### config.mk
export PLATFORM = sky130hd
export DESIGN_NAME = instr_fetch_unit
export DESIGN_NICKNAME = d
export VERILOG_FILES = /design/src/rtl/arm_fetch_pkg.sv /design/src/rtl/fetch_fifo.sv /design/src/rtl/instr_fetch_unit.sv
export SDC_FILE = /design/constraint.sdc
export NUM_CORES = 1
export LEC_CHECK = 0
export CORE_MARGIN = 1
export CORE_UTILIZATION = 40
export CTS_CLUSTER_DIAMETER = 50
export DETAILED_ROUTE_END_ITERATION = 7
export DONT_BUFFER_PORTS = 1
export GPL_TIMING_DRIVEN = 0
export SYNTH_ARGS = -nofsm -noshare
export SYNTH_HDL_FRONTEND = slang
export SYNTH_SLANG_ARGS = --single-unit
### constraint.sdc
create_clock -name clk -period 19 [get_ports clk]
set_clock_uncertainty 0.1 [all_clocks]
set_input_delay 4.75 -clock clk [delete_from_list [all_inputs] [get_ports clk]]
set_output_delay 4.75 -clock clk [all_outputs]
set_load 0.02 [all_outputs]
### src/rtl/arm_fetch_pkg.sv
// Shared definitions for the ARM instruction fetch slice: fetch FSM
// encodings, instruction/PC widths and PC arithmetic helpers.
package arm_fetch_pkg;

   localparam int          INSTR_W = 32;
   localparam int          PC_W    = 32;
   localparam logic [31:0] PC_INC  = 32'd4;

   typedef enum logic [1:0] {
      FETCH   = 2'd0,
      STALL   = 2'd1,
      DISCARD = 2'd2
   } fetch_state_t;

   // Sequential fetch address; wraps modulo 2^32 with no flag.
   function automatic logic [PC_W-1:0] pc_next(input logic [PC_W-1:0] pc);
      return pc + PC_INC;
   endfunction

   // Redirect targets are word aligned by dropping the byte offset.
   function automatic logic [PC_W-1:0] pc_align(input logic [PC_W-1:0] addr);
      return {addr[PC_W-1:2], 2'b00};
   endfunction

endpackage

### src/rtl/fetch_fifo.sv
// Prefetch buffer: DEPTH-entry synchronous FIFO holding {pc, instr} pairs.
// Flush overrides push and pop. Storage is not reset; only pointers and
// count are, so an empty buffer never exposes stale entries as valid.
module fetch_fifo #(
   parameter int DEPTH = 2,
   parameter int WIDTH = 64
) (
   input  logic                     clk,
   input  logic                     rst_n,
   input  logic                     push,
   input  logic [WIDTH-1:0]         wdata,
   input  logic                     pop,
   input  logic                     flush,
   output logic [WIDTH-1:0]         head,
   output logic                     empty,
   output logic                     full,
   output logic [$clog2(DEPTH):0]   count
);

   localparam int AW = $clog2(DEPTH);
   localparam int CW = AW + 1;

   logic [WIDTH-1:0] mem [DEPTH];
   logic [AW-1:0]    wr_ptr;
   logic [AW-1:0]    rd_ptr;
   logic             do_push;
   logic             do_pop;

   assign empty   = (count == '0);
   assign full    = (count == CW'(DEPTH));
   assign do_pop  = pop & ~empty;
   assign do_push = push & (~full | do_pop);
   assign head    = mem[rd_ptr];

   // Pointer and occupancy bookkeeping; pointers wrap naturally at DEPTH.
   always_ff @(posedge clk or negedge rst_n) begin
      if (!rst_n) begin
         wr_ptr <= '0;
         rd_ptr <= '0;
         count  <= '0;
      end else if (flush) begin
         wr_ptr <= '0;
         rd_ptr <= '0;
         count  <= '0;
      end else begin
         if (do_push) wr_ptr <= wr_ptr + 1'b1;
         if (do_pop)  rd_ptr <= rd_ptr + 1'b1;
         case ({do_push, do_pop})
            2'b10:   count <= count + 1'b1;
            2'b01:   count <= count - 1'b1;
            default: count <= count;
         endcase
      end
   end

   // Entry storage; a flushed push is dropped.
   always_ff @(posedge clk) begin
      if (do_push && !flush) mem[wr_ptr] <= wdata;
   end

endmodule

### src/rtl/instr_fetch_unit.sv
// Instruction fetch unit: owns the fetch PC, issues one outstanding
// request at a time into instruction memory, and queues returned words
// in a prefetch buffer for the controller/datapath. A redirect flushes
// the buffer and restarts fetch at the branch target; a request already
// in flight at redirect time is completed and its data discarded.
module instr_fetch_unit
   import arm_fetch_pkg::*;
#(
   parameter int          DEPTH    = 2,
   parameter logic [31:0] RESET_PC = 32'h0
) (
   input  logic               clk,
   input  logic               reset,
   output logic [PC_W-1:0]    IAddr,
   output logic               IReq,
   input  logic               IAck,
   input  logic [INSTR_W-1:0] IRData,
   output logic [INSTR_W-1:0] Instr,
   output logic [PC_W-1:0]    InstrPC,
   output logic               InstrValid,
   input  logic               InstrTake,
   input  logic               PCSrc,
   input  logic [PC_W-1:0]    BranchTarget
);

   localparam int CW = $clog2(DEPTH) + 1;

   fetch_state_t               state;
   logic [PC_W-1:0]            fetch_pc;
   logic [PC_W-1:0]            target;
   logic [PC_W-1:0]            seq_pc;
   logic [CW-1:0]              count;
   logic [CW-1:0]              count_nxt;
   logic                       room_nxt;
   logic                       do_push;
   logic                       do_pop;
   logic                       buf_empty;
   logic                       buf_full;
   logic [PC_W+INSTR_W-1:0]    buf_head;

   assign target  = pc_align(BranchTarget);
   assign seq_pc  = pc_next(fetch_pc);

   // Only a live FETCH handshake fills the buffer; redirects drop the word.
   assign do_push = (state == FETCH) & IReq & IAck & ~PCSrc;
   assign do_pop  = InstrValid & InstrTake & ~PCSrc;

   // Occupancy after this cycle decides whether a new slot may be reserved.
   assign count_nxt = PCSrc ? '0 : (count + CW'(do_push) - CW'(do_pop));
   assign room_nxt  = (count_nxt < CW'(DEPTH));

   fetch_fifo #(
      .DEPTH (DEPTH),
      .WIDTH (PC_W + INSTR_W)
   ) u_fifo (
      .clk   (clk),
      .rst_n (reset),
      .push  (do_push),
      .wdata ({fetch_pc, IRData}),
      .pop   (do_pop),
      .flush (PCSrc),
      .head  (buf_head),
      .empty (buf_empty),
      .full  (buf_full),
      .count (count)
   );

   assign InstrValid = ~buf_empty;
   assign Instr      = InstrValid ? buf_head[INSTR_W-1:0]            : '0;
   assign InstrPC    = InstrValid ? buf_head[PC_W+INSTR_W-1:INSTR_W] : '0;

   // Fetch FSM with registered request/address; redirect has top priority.
   always_ff @(posedge clk or negedge reset) begin
      if (!reset) begin
         state    <= FETCH;
         IReq     <= 1'b0;
         IAddr    <= RESET_PC;
         fetch_pc <= RESET_PC;
      end else begin
         case (state)
            FETCH: begin
               if (PCSrc) begin
                  fetch_pc <= target;
                  if (IReq && !IAck) begin
                     // In-flight request must complete at its old address.
                     state <= DISCARD;
                  end else begin
                     IReq  <= 1'b1;
                     IAddr <= target;
                  end
               end else if (IReq) begin
                  if (IAck) begin
                     fetch_pc <= seq_pc;
                     if (room_nxt) begin
                        IAddr <= seq_pc;
                     end else begin
                        IReq  <= 1'b0;
                        state <= STALL;
                     end
                  end
               end else if (room_nxt) begin
                  IReq  <= 1'b1;
                  IAddr <= fetch_pc;
               end
            end
            STALL: begin
               if (PCSrc) begin
                  fetch_pc <= target;
                  state    <= FETCH;
                  IReq     <= 1'b1;
                  IAddr    <= target;
               end else if (room_nxt) begin
                  state <= FETCH;
                  IReq  <= 1'b1;
                  IAddr <= fetch_pc;
               end
            end
            DISCARD: begin
               // A newer redirect replaces the pending target.
               if (PCSrc) fetch_pc <= target;
               if (IAck) begin
                  state <= FETCH;
                  IReq  <= 1'b1;
                  IAddr <= PCSrc ? target : fetch_pc;
               end
            end
            default: begin
               state <= FETCH;
               IReq  <= 1'b0;
            end
         endcase
      end
   end

   logic unused_full;
   assign unused_full = buf_full;

endmodule

==> summary.txt, run 1 <==
Run status
  • Status: finished, violations left
  • Failing checks: DRC

Finish
  • Fraction of final layout cells sized beyond drive strength 1: a little under a tenth
  • Register cell area after layout: 0.005620 sq mm
  • Ant diodes: 0
  • Filler cells: 2500
  • Area Overhead vs Synth: 10.38%
  • Area of combinational cells with multiple inputs: 0.004576 sq mm
  • Fin nets: 1101

Logic synthesis
  • Net count after synthesis: 1076
  • Number of flip-flops and latches in the synthesized netlist: 199
  • Synth cell types: 64
  • Most frequent cell after synthesis: sky130_fd_sc_hd__edfxtp_1
  • Leading post-synthesis cells by instance count: 128 x sky130_fd_sc_hd__edfxtp_1, 117 x sky130_fd_sc_hd__nor2_1, 82 x sky130_fd_sc_hd__mux2i_1
  • Mapped Area: 0.01067 sq mm
  • Post-synth EDFFs: 128
  • Area share of the largest cell type after synthesis: 36.04%
  • Share of async-settable or async-resettable flops after synthesis: 35.68%
  • Yosys warning count: 0
  • Post-synth top flop: sky130_fd_sc_hd__edfxtp_1
  • Proportion of synthesized chip area in sequential cells: 52.69%
  • Post-synthesis cell type with the largest combined area: sky130_fd_sc_hd__edfxtp_1
  • Post-synthesis instance total: 1000
  • Top cells by area in the synthesized netlist: sky130_fd_sc_hd__edfxtp_1 36%, sky130_fd_sc_hd__dfrtp_1 17%, sky130_fd_sc_hd__mux2i_1 7.7%
  • Average instance area after synthesis: 10.67 sq um

Routing
  • Aggregate routed wire length: 34.31 mm
  • Average via count per standard cell: between 6 and 7
  • Routed wire per std cell: roughly 25 microns
  • Initial DRT Pass Iterations: 8
  • Number of nets still failing antenna checks after routing: 0
  • Via count: 8529
  • Violation count after the first detailed-routing iteration: around 1100
  • Remaining routing DRC violations: 34

Timing
  • Count of pins over their slew limit: 0
  • Setup TNS Final: 0 ns
  • Final worst path period need: 9.120 ns
  • Max_slew headroom: 20.39%
  • Hold Violations, Final: 0
  • Slew at the pin with the worst max-slew slack: approximately 1.2 ns
  • Setup repair after global routing missed its margin: false
  • F_max: 0.1097 GHz
  • Final critical-path share of the clock period: 48.00%
  • Final setup viols: 0

Clocking
  • Buffers from clock root to sink, at most: 2
  • Clock tree root driver cell: sky130_fd_sc_hd__clkbuf_16
  • Count of cells resized by post-cts repair: 0
  • Total clock buffers created by CTS: 17
  • Total of hold buffers inserted after clock tree synthesis: 0
  • Maximum level of the CTS H-tree: 4
  • Clk slew on worst S/H paths: 0.08 ns
  • Clk_lat worst skew: approximately 0.45 ns
  • TritonCTS clock tree: done
  • CTS Sinks: 199
  • Setup bufs post-CTS: 0

Setup path
  • CP Data Arrival Time: 9.33 ns
  • Type of the worst setup path: in -> reg
  • Data required, critical path: about 19 ns
  • Element type at the critical path end: register
  • Critical path peak fanout: 10
  • Startpoint types: input port

GRT
  • Total routing resource utilization after global routing: between 20% and 30%
  • Gr ovfl total: 0
  • Pin count of the biggest net entering global routing: 72
  • Number of antenna violations at the first check in global routing: 0
  • Vias in the first global route: 8035
  • Global-route wire length before repair: approximately 50 mm

Placement
  • IO buf count: 0
  • Post-detailed-placement half-perimeter wirelength: around 25 mm
  • Global placer's final weighted congestion: 0.9996

Die
  • Top-Level Pins: 167
  • Standard cell core area: approximately 0.026 sq mm
  • Die boundary width: 165.3 microns
  • Die height: 165.3 microns
  • Die area: 0.02732 sq mm
  • # rows: 59
  • Starting density of the core: 40.82%

Job
  • Maximum Capacitance Violations: 0

Power
  • Peak supply drop: between 70 and 80 uV
  • Overall power: 1662 uW
  • Standby leakage power: slightly above 0.004 uW
  • PwrDens: 141.1 mW/mm^2

Min path
  • Worst hold-check path type: reg -> reg
[layout by cell type, fill, tap and decap left out, types with 14 or more instances in the layout]
| master | instances |
|---|---|
| sky130_fd_sc_hd__nand2_1 | 60 |
| sky130_fd_sc_hd__mux2_2 | 20 |
| sky130_fd_sc_hd__a21oi_1 | 62 |
| sky130_fd_sc_hd__clkbuf_16 | 17 |
| sky130_fd_sc_hd__inv_1 | 14 |
| sky130_fd_sc_hd__dfrtp_1 | 71 |
| sky130_fd_sc_hd__nand3_1 | 25 |
| sky130_fd_sc_hd__xnor2_1 | 16 |
| sky130_fd_sc_hd__buf_2 | 19 |
| sky130_fd_sc_hd__nor2_1 | 117 |
| sky130_fd_sc_hd__mux2i_1 | 82 |
| sky130_fd_sc_hd__nor3_1 | 16 |
| sky130_fd_sc_hd__o21ai_0 | 50 |
| sky130_fd_sc_hd__o22ai_1 | 19 |
| sky130_fd_sc_hd__clkbuf_1 | 59 |
| sky130_fd_sc_hd__edfxtp_1 | 128 |
| sky130_fd_sc_hd__a22oi_1 | 22 |
| sky130_fd_sc_hd__a221oi_1 | 30 |
[sequential cells by signal, summed over array words and instances (netlist names)]
| register | count |
|---|---|
| IAddr | 32 |
| IReq | 1 |
| fetch_pc | 32 |
| state | 2 |
| u_fifo.count | 2 |
| u_fifo.mem | 128 |
| u_fifo.rd_ptr | 1 |
| u_fifo.wr_ptr | 1 |
[area by class of cell]
type	instances	share of cell area (%)
buffer	95	3.581
clock buffer	17	3.613
clock inverter	15	1.594
inverter	15	0.4782
multi-input combinational	691	38.86
sequential	199	47.74
tap	335	3.560
timing repair buffer	6	0.5739
[per-stage QoR]
stage	hold slack (ns)	worst slack, ns	utilization, %	instance area [sq um]	instances
2_1_floorplan	0.3368	8.721	-	10670	1000
3_3_place_gp	0.3443	6.040	42.42	11090	1335
3_5_place_dp	0.3539	9.576	42.71	11160	1341
5_1_grt	0.3894	9.792	45.05	11770	1373
4_1_cts	0.3720	10.02	45.05	11770	1373
6_report	0.3634	9.880	45.05	11770	1373
[power breakdown]
group	internal (uW)	switching [uW]
registers	556	119
clock network	181	193
logic	211	403
[worst paths after layout]
kind / from / to / slack [ns] / depth (start not counted)
max: PCSrc / IAddr[11] / 9.88 / 12
min: fetch_pc[9] / u_fifo.mem[0][41] / 0.36 / 0
max reg2reg: u_fifo.count[1] / IAddr[11] / 15.32 / 12
min reg2reg: fetch_pc[9] / u_fifo.mem[0][41] / 0.36 / 0
max in group asynchronous: reset / fetch_pc[1] / 14.78 / 0
min in group asynchronous: reset / IAddr[5] / 3.88 / 0
[critical path: stages]
cell                        delay, ns
sky130_fd_sc_hd__buf_2           0.26
sky130_fd_sc_hd__clkbuf_1        0.52
sky130_fd_sc_hd__buf_1           0.61
sky130_fd_sc_hd__clkbuf_1        0.57
sky130_fd_sc_hd__nor2_1          0.14
sky130_fd_sc_hd__ha_1            0.28
sky130_fd_sc_hd__xnor2_4         0.48
sky130_fd_sc_hd__xor2_2          0.27
sky130_fd_sc_hd__a311o_1         0.40
sky130_fd_sc_hd__clkbuf_1        0.71
sky130_fd_sc_hd__a2bb2oi_1       0.24
sky130_fd_sc_hd__a21oi_1         0.07
[kinds of logic (layout without fill, tap and decap cells)]
| kind of cell | count (synthesis) | in the layout | synth area share (%) |
|---|---|---|---|
| xor+xnor | 28 | 28 | 2.545 |
| compound gates | 274 | 274 | 17.67 |
| buf+inv | 110 | 148 | 4.481 |
| flops | 199 | 199 | 52.69 |
| mux | 102 | 102 | 9.807 |
| simple gates | 280 | 280 | 11.99 |
| fa+ha+maj | 7 | 7 | 0.8211 |
[routing by layer]
| metal | wire [microns] | vias to the layer above | track usage [%] |
|---|---|---|---|
| met1 | 13910 | 4128 | 33.05 |
| met3 | 4129 | 65 | 7.642 |
| met4 | 1051 | 0 | 9.628 |
| li1 | - | 3846 | - |
| met5 | 0 | - | 0 |
| met2 | 15220 | 490 | 38.28 |
(Power assumes the default switching activity.)
==> run 2, diff against run 1 <==
- clock period: 19 -> 8.65 ns (I/O delays scaled with it)
==> results of run 2 <==
Same layout as run 1 (identical final DEF). Status: finished, violations left: DRC.
Main changes from that run: setup slack after placement 9.576 ns -> 1.813 ns; setup slack after layout 9.880 ns -> 2.118 ns; register-to-register setup slack 15.32 ns -> 4.97 ns; total power 1662 uW -> 3650 uW; worst IR drop on VDD 74.47 uV -> 163.6 uV
